File: src/rtl/dff_mem_ctrl.sv
// -----------------------------------------------------------------------------
// dff_mem_ctrl
//
// Byte-addressable working RAM for the SAP-style datapath, built from flops.
// Adds three things to the plain 16x8 DFF memory:
//   * a self-clearing sweep that zeroes every location after reset or on
//     request (busy is high while it runs),
//   * a registered read-valid strobe alongside the registered read data,
//   * an auto-incrementing program-load port for filling memory from the host.
//
// Optional feature macro: DFF_MEM_PARITY_EN
//   When defined, each location carries an even-parity bit; par_inj inverts it
//   on a write, and parity_err reports a mismatch together with rd_valid.
//   When undefined, par_inj is ignored and parity_err is constant 0.
//
// Parameters:
//   DATA_W    data word width (default 8)
//   ADDR_W    address width, depth = 2**ADDR_W (default 4)
//
// Ports:
//   clk, rst_n      clock, asynchronous active-low reset
//   ena             design enable; all state holds while low
//   mar             CPU bus address
//   data_in         write data for CPU and program loads
//   data_out        registered read data
//   ce_n, lr_n      active-low read and write strobes
//   rd_valid        one-cycle pulse when data_out was refreshed by a read
//   clr_req         request a full clear sweep
//   prog_en         level, selects program-load mode
//   prog_wr         program-load write strobe
//   prog_addr       next program-load address
//   prog_full       last location written in this program session
//   busy            clear sweep in progress
//   par_inj         invert stored parity on this write (test hook)
//   parity_err      parity mismatch on the read flagged by rd_valid
// -----------------------------------------------------------------------------
module dff_mem_ctrl #(
    parameter int DATA_W = 8,
    parameter int ADDR_W = 4
) (
    input  logic              clk,
    input  logic              rst_n,
    input  logic              ena,
    input  logic [ADDR_W-1:0] mar,
    input  logic [DATA_W-1:0] data_in,
    output logic [DATA_W-1:0] data_out,
    input  logic              ce_n,
    input  logic              lr_n,
    output logic              rd_valid,
    input  logic              clr_req,
    input  logic              prog_en,
    input  logic              prog_wr,
    output logic [ADDR_W-1:0] prog_addr,
    output logic              prog_full,
    output logic              busy,
    input  logic              par_inj,
    output logic              parity_err
);

    localparam int DEPTH = 2 ** ADDR_W;
    localparam logic [ADDR_W-1:0] LAST_ADDR = ADDR_W'(DEPTH - 1);

`ifdef DFF_MEM_PARITY_EN
    localparam int WORD_W = DATA_W + 1;
`else
    localparam int WORD_W = DATA_W;
`endif

    typedef enum logic [1:0] {
        CLEAR = 2'd0,
        IDLE  = 2'd1,
        PROG  = 2'd2
    } state_t;

    state_t            state;
    state_t            state_next;
    logic [ADDR_W-1:0] clr_ptr;

    logic [WORD_W-1:0] mem [DEPTH];

    logic              mem_we;
    logic [ADDR_W-1:0] mem_waddr;
    logic [DATA_W-1:0] wr_data;
    logic [WORD_W-1:0] mem_wdata;
    logic [WORD_W-1:0] rd_word;
    logic              rd_en;
    logic              clr_start;
    logic              prog_start;
    logic              prog_step;

    // -------------------------------------------------------------------------
    // Next-state and per-cycle access decode. Everything is qualified by ena,
    // so a disabled cycle produces no write, no read and no transition.
    // -------------------------------------------------------------------------
    always_comb begin
        // NOTE: every signal gets a default before the case so no path leaves
        // it unassigned; that is what keeps this block from inferring latches.
        state_next = state;
        mem_we     = 1'b0;
        mem_waddr  = mar;
        wr_data    = data_in;
        rd_en      = 1'b0;
        clr_start  = 1'b0;
        prog_start = 1'b0;
        prog_step  = 1'b0;

        if (ena) begin
            case (state)
                CLEAR: begin
                    mem_we    = 1'b1;
                    mem_waddr = clr_ptr;
                    wr_data   = '0;
                    if (clr_ptr == LAST_ADDR) begin
                        state_next = IDLE;
                    end
                end
                IDLE: begin
                    if (clr_req) begin
                        state_next = CLEAR;
                        clr_start  = 1'b1;
                    end else if (prog_en) begin
                        state_next = PROG;
                        prog_start = 1'b1;
                    end else if (!lr_n) begin
                        // A write wins over a simultaneous read strobe.
                        mem_we = 1'b1;
                    end else if (!ce_n) begin
                        rd_en = 1'b1;
                    end
                end
                PROG: begin
                    if (!prog_en) begin
                        state_next = IDLE;
                    end else if (prog_wr && !prog_full) begin
                        mem_we    = 1'b1;
                        mem_waddr = prog_addr;
                        prog_step = 1'b1;
                    end
                end
                default: begin
                    state_next = CLEAR;
                end
            endcase
        end
    end

`ifdef DFF_MEM_PARITY_EN
    // The sweep writes zero data, whose even parity is already 0; injection is
    // suppressed there so cleared locations always read back clean.
    logic inj;
    assign inj       = par_inj && (state != CLEAR);
    assign mem_wdata = {(^wr_data) ^ inj, wr_data};
`else
    logic unused_par_inj;
    assign unused_par_inj = par_inj;
    assign mem_wdata      = wr_data;
`endif

    assign rd_word = mem[mar];
    assign busy    = (state == CLEAR);

    // -------------------------------------------------------------------------
    // State register
    // -------------------------------------------------------------------------
    always_ff @(posedge clk or negedge rst_n) begin
        // NOTE: sequential state uses non-blocking assignments so every flop
        // samples pre-edge values regardless of block evaluation order.
        if (!rst_n) begin
            state <= CLEAR;
        end else if (ena) begin
            state <= state_next;
        end
    end

    // -------------------------------------------------------------------------
    // Pointers, read data and read strobe
    // -------------------------------------------------------------------------
    always_ff @(posedge clk or negedge rst_n) begin
        if (!rst_n) begin
            clr_ptr   <= '0;
            prog_addr <= '0;
            prog_full <= 1'b0;
            data_out  <= '0;
            rd_valid  <= 1'b0;
        end else begin
            // rd_en is already gated by ena, so a disabled cycle forces 0.
            rd_valid <= rd_en;

            if (rd_en) begin
                data_out <= rd_word[DATA_W-1:0];
            end

            if (clr_start) begin
                clr_ptr <= '0;
            end else if (ena && state == CLEAR) begin
                clr_ptr <= clr_ptr + 1'b1;
            end

            if (prog_start) begin
                prog_addr <= '0;
                prog_full <= 1'b0;
            end else if (prog_step) begin
                // No wrap: the last location latches full and parks the pointer.
                if (prog_addr == LAST_ADDR) begin
                    prog_full <= 1'b1;
                end else begin
                    prog_addr <= prog_addr + 1'b1;
                end
            end
        end
    end

`ifdef DFF_MEM_PARITY_EN
    always_ff @(posedge clk or negedge rst_n) begin
        if (!rst_n) begin
            parity_err <= 1'b0;
        end else begin
            // XOR over data and stored bit is 1 exactly when they disagree.
            parity_err <= rd_en && (^rd_word);
        end
    end
`else
    assign parity_err = 1'b0;
`endif

    // -------------------------------------------------------------------------
    // Storage array
    // -------------------------------------------------------------------------
    // NOTE: the array has no reset; the clear sweep that follows every reset
    // zeroes it, which keeps the flops free of reset routing.
    always_ff @(posedge clk) begin
        if (mem_we) begin
            mem[mem_waddr] <= mem_wdata;
        end
    end

endmodule

File: config.mk
export PLATFORM = sky130hd
export DESIGN_NAME = dff_mem_ctrl
export DESIGN_NICKNAME = d
export VERILOG_FILES = /design/src/rtl/dff_mem_ctrl.sv
export SDC_FILE = /design/constraint.sdc
export NUM_CORES = 1
export LEC_CHECK = 0
export CAP_MARGIN = 20
export CELL_PAD_IN_SITES_DETAIL_PLACEMENT = 1
export CELL_PAD_IN_SITES_GLOBAL_PLACEMENT = 1
export CORE_MARGIN = 8
export CORE_UTILIZATION = 45
export DETAILED_ROUTE_END_ITERATION = 8
export GPL_TIMING_DRIVEN = 0
export PLACE_DENSITY_LB_ADDON = 0.1
export SETUP_SLACK_MARGIN = 0.1
export SLEW_MARGIN = 20
export SYNTH_ARGS = -nofsm -noshare
export SYNTH_HDL_FRONTEND = slang
export SYNTH_SLANG_ARGS = --single-unit
File: constraint.sdc
create_clock -name clk -period 2.4 [get_ports clk]
set_input_delay 0.24 -clock clk [delete_from_list [all_inputs] [get_ports clk]]
set_output_delay 0.24 -clock clk [all_outputs]
set_load 0.005 [all_outputs]
# ---- After elaboration in Yosys (flattened, before gate mapping)
# Memories as Yosys holds them, arrays and structs flattened. A register that Yosys moved wholly into a read port is not among the register bits.
# Index checks and enable logic that the tools add are counted.
dict set report op_classes {
  addsub 2
  eq_ne 8
  mux 43
  reduce_logical 11
}
# cell count
set op_table {}
lappend op_table {{$mux 4} 8}
lappend op_table {{$mux 1} 26}
lappend op_table {{$mux 8} 2}
lappend op_table {{$add 4x1->4 const B} 2}
lappend op_table {{$eq 4x4->1 const B} 2}
lappend op_table {{$mux 2} 4}
lappend op_table {{$pmux 4 s2} 1}
lappend op_table {{$pmux 2 s3} 1}
lappend op_table {{$reduce_bool 2->1} 3}
lappend op_table {{$ne 2x2->1 const B} 2}
lappend op_table {{$reduce_and 2->1} 2}
lappend op_table {{$reduce_and 4->1} 1}
lappend op_table {{$ne 3x3->1 const B} 1}
lappend op_table {{$pmux 1 s3} 1}
lappend op_table {{$eq 2x1->1 const B} 1}
lappend op_table {{$eq 2x2->1 const B} 1}
lappend op_table {{$logic_and 1x1->1} 2}
lappend op_table {{$logic_not 1->1} 2}
lappend op_table {{$logic_not 2->1} 1}
lappend op_table {{$ne 2x1->1 const B} 1}
dict set report word_totals {
  register_bits 12
  ram_bits 128
  n_memories 1
}
# memory depth word_bits rd rd_ports_with_merged_regs write_ports line_no
set memory_table {}
lappend memory_table {mem 16 8 1 1 1 79} ;# logic [WORD_W-1:0] mem [DEPTH];

# ---- Depth between registers and ports, before layout
dict set report depth {
  ltp_word 8
  mapped_depth 7
  ltp_nobuf 6
}

# ---- Worst setup path before layout
# Ideal clock, no wire load.
dict set report synth_path {
  path_kind {register to register}
  start {register state[1]}
  end {memory mem[2][0] (netlist name), enable pin}
  arrival_ns 1.661
  required_time_ns 2.030
  path_slack_ns 0.369
  stages_incl_launch_ff 7
  path_buffers 2
  synth_period_minus_slack_ns 2.031
  cell_sequence {dfrtp_1 buf_6 buf_6 o41ai_1 and3_1 o21ai_1 nor2_1}
}
dict set report synth_via {
  elab_chain_cells 5
  elab_cells_between_ends 9
  classes_between {2 x eq/ne; 6 x mux; 1 x reduce/logical}
}
# item line_no
set synth_lines {}
lappend synth_lines {{start, declared} 75} ;# state_t state;
lappend synth_lines {{start signal, assigned} 171} ;# state <= state_next;
lappend synth_lines {{$eq 2x2->1 (tied with other cells)} 108} ;# case (state)
lappend synth_lines {{$pmux 1 s3} 108}
lappend synth_lines {{$mux 1} 107} ;# if (ena) begin
lappend synth_lines {{$mux 1} 232} ;# if (mem_we) begin
lappend synth_lines {{$mux 1 (implied by the code)} 233} ;# mem[mem_waddr] <= mem_wdata;
lappend synth_lines {{end, declared} 79}
# Several ways; a longest one is shown, not always the timed one.

# ---- Worst setup path in the final report
dict set report layout_path {
  start {input prog_en}
  end {memory mem[11][7] (netlist name), enable pin}
}
dict set report layout_via {
  elab_chain_cells 6
  elab_cells_between_ends 10
  classes_between {10 x mux}
}
# item line_no
set layout_lines {}
lappend layout_lines {{start, declared} 51} ;# input logic prog_en,
lappend layout_lines {{$mux 1} 121} ;# end else if (prog_en) begin
lappend layout_lines {{$mux 1} 118} ;# if (clr_req) begin
lappend layout_lines {{$pmux 1 s3} 108}
lappend layout_lines {{$mux 1} 107}
lappend layout_lines {{$mux 1} 232}
lappend layout_lines {{$mux 1 (implied by the code)} 233}
# Several ways; a longest one is shown, not always the timed one.

==> results <==
- The flow ran to the end, and the final reports show no timing, DRC or antenna violations.
- After clock tree synthesis, the clock-pin slew on the worst setup and hold paths is 60 ps.
- In this run, synthesis inferred 128 flip-flops with an integrated enable.
- The overall global routing resource usage is roughly 17%.
- The detailed-route vias per instance is 5.68.
- The power per cell area is 960 nW/µm².
- The placed instance count is 560.
- The predominant post-synthesis flop cell is sky130_fd_sc_hd__edfxtp_1.
- The internal portion of the total power is around 5400 µW.
- The DRC violation count after routing is 0.
- The first detailed-routing pass ran for 4 iterations.
- The cell with the biggest individual delay on the critical path is sky130_fd_sc_hd__clkdlybuf4s50_1.
- The worst-skew pair later-pin latency is ~420 ps.
- The synthesized netlist occupies a cell area of roughly 6300 µm².
- The number of top-level design ports is 37.
- From left edge to right edge, the die measures about 130 µm.
- 0 antenna diodes ended up in the layout.
- The net count of the mapped netlist is 371.
- The tightest min-delay check is of the input port to async pin type.
- The first global-routing pass estimated 22.1 mm of wire.
- The termination of the worst setup path is mem[11][7]$_DFFE_PP_.
- Detailed placement ended at an HPWL of 9.73 mm.
- The relative contribution of combinational cells to total power is 18.4%.
- The maximum buffer depth of the clock tree is 2.
- The category of the worst setup path capture point is a flop.
- The worst register-to-register path begins at state[1]$_DFFE_PN0P_.
- The commonest non-fill, non-tap cell in the layout is sky130_fd_sc_hd__edfxtp_1.
- TritonCTS built the clock tree.
- The die covers ~18000 µm².
- The kind of critical path is input port to flop.
- Setup repair after global routing could not meet its margin everywhere.
- The layout cell share with drive strength beyond 1 is ~25%.
- The worst hold slack is between 300 and 400 ps.
- Walking the worst path, the cells encountered are clkdlybuf4s50_1, nand3b_1, a21oi_2, and3b_1, o21ai_2, nor2_4.
- The final layout contains routed wiring with a total length of 14.9 mm.
- At the worst endpoint, the arrival time is 2370 ps.
- The sequential cell area fraction in the yosys report is between 60 and 70%.
- Per report_power, the clock group accounts for between 30% and 40% of the total.
- Summed over all layers, the global routing overflow is 0.
- Once the floorplan was initialized, standard cells occupied a little under half of the core.
- The worst path needs around 2200 ps of the cycle, external delays included.
- Leaving out filler cells and counting taps, the final layout contains 603.
- The final hold violation count is 0.
- The number of buffers inserted during clock tree synthesis is 17.
- Input and output buffers added on the ports amount to 32.
- In this run the vertical extent of the chip is 134 µm.
- The per-cell routed wire length is 24.7 µm.
- The number of antenna violations at the first check in global routing is 0.
- The floorplan row count is 43.
- The area of the core is between 10000 and 15000 µm².
- The worst-case reg-to-reg path depth is 6.
- The net count of the finished layout is ~430.
- The number of clock sinks seen by CTS is around 150.
- The number of setup violations in the final report is 0.
- Sequential cells account for around 45% of the total power.
- Entering global routing, the biggest net connects 21 pins.
- The leakage dissipation is 0.00272 µW.
- The setup TNS after final layout is 0 ps.
- The final-report max-slew violation count was 0.
- The worst voltage drop across the vdd grid is between 0.0004 and 0.0005 V.
- The via count of the first global-routing pass came to 3677.
- Routability-driven placement finished with a final weighted congestion of 0.761.
- The post-synthesis sequential element count is around 150.
- Of the total power, the share spent switching nets is 27.8%.
- The library cells used most frequently in the layout, excluding fill and tap cells, are 128 x sky130_fd_sc_hd__edfxtp_1, 31 x sky130_fd_sc_hd__clkdlybuf4s50_1, 25 x sky130_fd_sc_hd__mux4_1.
- The number of maximum-capacitance violations is 0.
- In this run the remaining antenna-violating nets after routing total 0.
- Total power for the finished layout comes to between 7000 and 8000 µW.
- The post-route fraction of the period consumed by the critical path is 93.0%.
- The total number of yosys warnings is 0.
- The layout overhead on the synthesized area is 24.6%.
- Along the worst path, the maximum fanout reaches 8.
- CTS placed an instance of sky130_fd_sc_hd__clkbuf_16 at the clock tree root.
- Data on the critical path is required at its endpoint by ~2500 ps.
- The fraction of registers with async set or reset after synthesis is 13.5%.
- Across all layers, the routed design uses roughly 3400 vias.
- The H-tree depth is 4.
- In this design, the stage delay of the slowest critical-path cell is about 650 ps.
- In this run the worst setup path begins at prog_en.
- The kind of start point of the critical path is an input port.
- The violation count after the first detailed-route iteration is a little over 200.
- The slew at the pin closest to its max-slew limit is between 1000 and 1500 ps.
- The clock skew is 8.02 ps.
- The worst slew slack as a fraction of its limit is about a third.
- The worst register-to-register path has a setup slack of 180 ps.
- The mean cell area of the mapped netlist is around 18 µm².
- For this design the total switching power over the nets is roughly 2100 µW.
- In this run the critical register-to-register path is captured at mem[11][7]$_DFFE_PP_.
- The instance count of the mapped netlist is roughly 350.
- After synthesis, the netlist uses 55 different library cells.
- The peak clock frequency supported by timing is between 400 and 500 MHz.
[worst min path at each step]
stage / startpoint / end / slack, ps
6_report: rst_n / state[1]$_DFFE_PN0P_ / 330
2_1_floorplan: rst_n / clr_ptr[0]$_DFFE_PN0P_ / -60
4_1_cts: mar[3] / data_out[3]$_DFFE_PN0P_ / 380
5_1_grt: rst_n / state[1]$_DFFE_PN0P_ / 370
3_5_place_dp: data_out[3]$_DFFE_PN0P_ / data_out[3]$_DFFE_PN0P_ / 500
3_3_place_gp: data_out[3]$_DFFE_PN0P_ / data_out[3]$_DFFE_PN0P_ / 490
[registers in the layout, summed over array words and instances (netlist names)]
name	cells
data_out	8
mem	128
prog_full	1
prog_addr	4
rd_valid	1
state	2
clr_ptr	4
[synthesized netlist by cell type, types with 2 or more instances]
cell                         n  share of area (%)
sky130_fd_sc_hd__nor2_1     24                1.4
sky130_fd_sc_hd__edfxtp_1  128                 61
sky130_fd_sc_hd__o21ai_0     5               0.40
sky130_fd_sc_hd__ha_1        2               0.40
sky130_fd_sc_hd__nor2b_1    12                1.2
sky130_fd_sc_hd__buf_2       7               0.56
sky130_fd_sc_hd__a21o_1      2               0.24
sky130_fd_sc_hd__nand2b_1    3               0.30
sky130_fd_sc_hd__buf_6       5               0.90
sky130_fd_sc_hd__nor3b_1     3               0.36
sky130_fd_sc_hd__o22ai_1     2               0.20
sky130_fd_sc_hd__dfrtp_1    20                8.0
sky130_fd_sc_hd__nor3_1      4               0.32
sky130_fd_sc_hd__o221ai_1    8                1.1
sky130_fd_sc_hd__nand3_1     6               0.48
sky130_fd_sc_hd__mux2i_1    16                2.6
sky130_fd_sc_hd__mux4_1     25                 10
sky130_fd_sc_hd__inv_1       5               0.30
sky130_fd_sc_hd__mux4_2      7                2.5
sky130_fd_sc_hd__buf_4       2               0.24
sky130_fd_sc_hd__nor4b_1     2               0.28
sky130_fd_sc_hd__a21oi_1     9               0.72
sky130_fd_sc_hd__nand2_2     2               0.20
sky130_fd_sc_hd__nand2_1    18                1.1
[cells by family (layout without fill, tap and decap cells)]
group / count (synthesis) / in the layout / synth area share (%)
buf+inv: 23 / 98 / 2.58
compound gates: 40 / 40 / 4.54
simple gates: 84 / 84 / 7.10
flops: 148 / 148 / 69.4
xor+xnor: 1 / 1 / 0.140
fa+ha+maj: 2 / 2 / 0.400
other cells: 1 / 1 / 0.0599
mux: 49 / 49 / 15.8
[power by group through the flow]
| stage | Sequential, µW | Combinational (µW) | Clock (µW) |
|---|---|---|---|
| 2_1_floorplan | 3330 | 695 | 0 |
| 3_3_place_gp | 3370 | 1140 | 0 |
| 3_5_place_dp | 3380 | 1170 | 0 |
| 4_1_cts | 3330 | 1260 | 2820 |
| 5_1_grt | 3350 | 1510 | 2920 |
| 6_report | 3330 | 1380 | 2770 |
[stage by stage]
| stage | setup WS [ps] | instance area (µm²) | util [%] |
|---|---|---|---|
| after floorplan | 369 | 6260 | - |
| after global placement | -544 | 6800 | 49.6 |
| after detailed placement | -588 | 6810 | 49.6 |
| after CTS | 3.41 | 7560 | 55.1 |
| after global routing | -60.8 | 7790 | 56.8 |
| final | 169 | 7790 | 56.8 |
[routing by layer]
metal / GRT usage (%) / wire (µm)
met1: 20.9 / 6410
met2: 27.0 / 7520
met3: 4.00 / 600
met4: 9.17 / 347
met5: 0 / 0
[critical path, delay by kind of cell]
family          cells  cell delay (ps)
compound gates      2              850
buf+inv             1              650
simple gates        3              630
[layout make-up]
class                      count  area [µm²]
fill                        1217        5930
sequential                   148        4340
buffer                        17         139
tap                          180         225
clock buffer                  17         425
timing repair buffer          43         526
inverter                       6        22.5
clock inverter                15         195
multi-input combinational    177        1920
[what timing repair did]
action,4_1_cts,5_1_grt
hold buffers,0,1
buffers inserted,2,8
pin swaps,2,9
resized for setup,27,13
gates cloned,0,0
endpoints found under the hold margin,0,20
endpoints found under the setup margin,160,176
(Power assumes the default switching activity.)
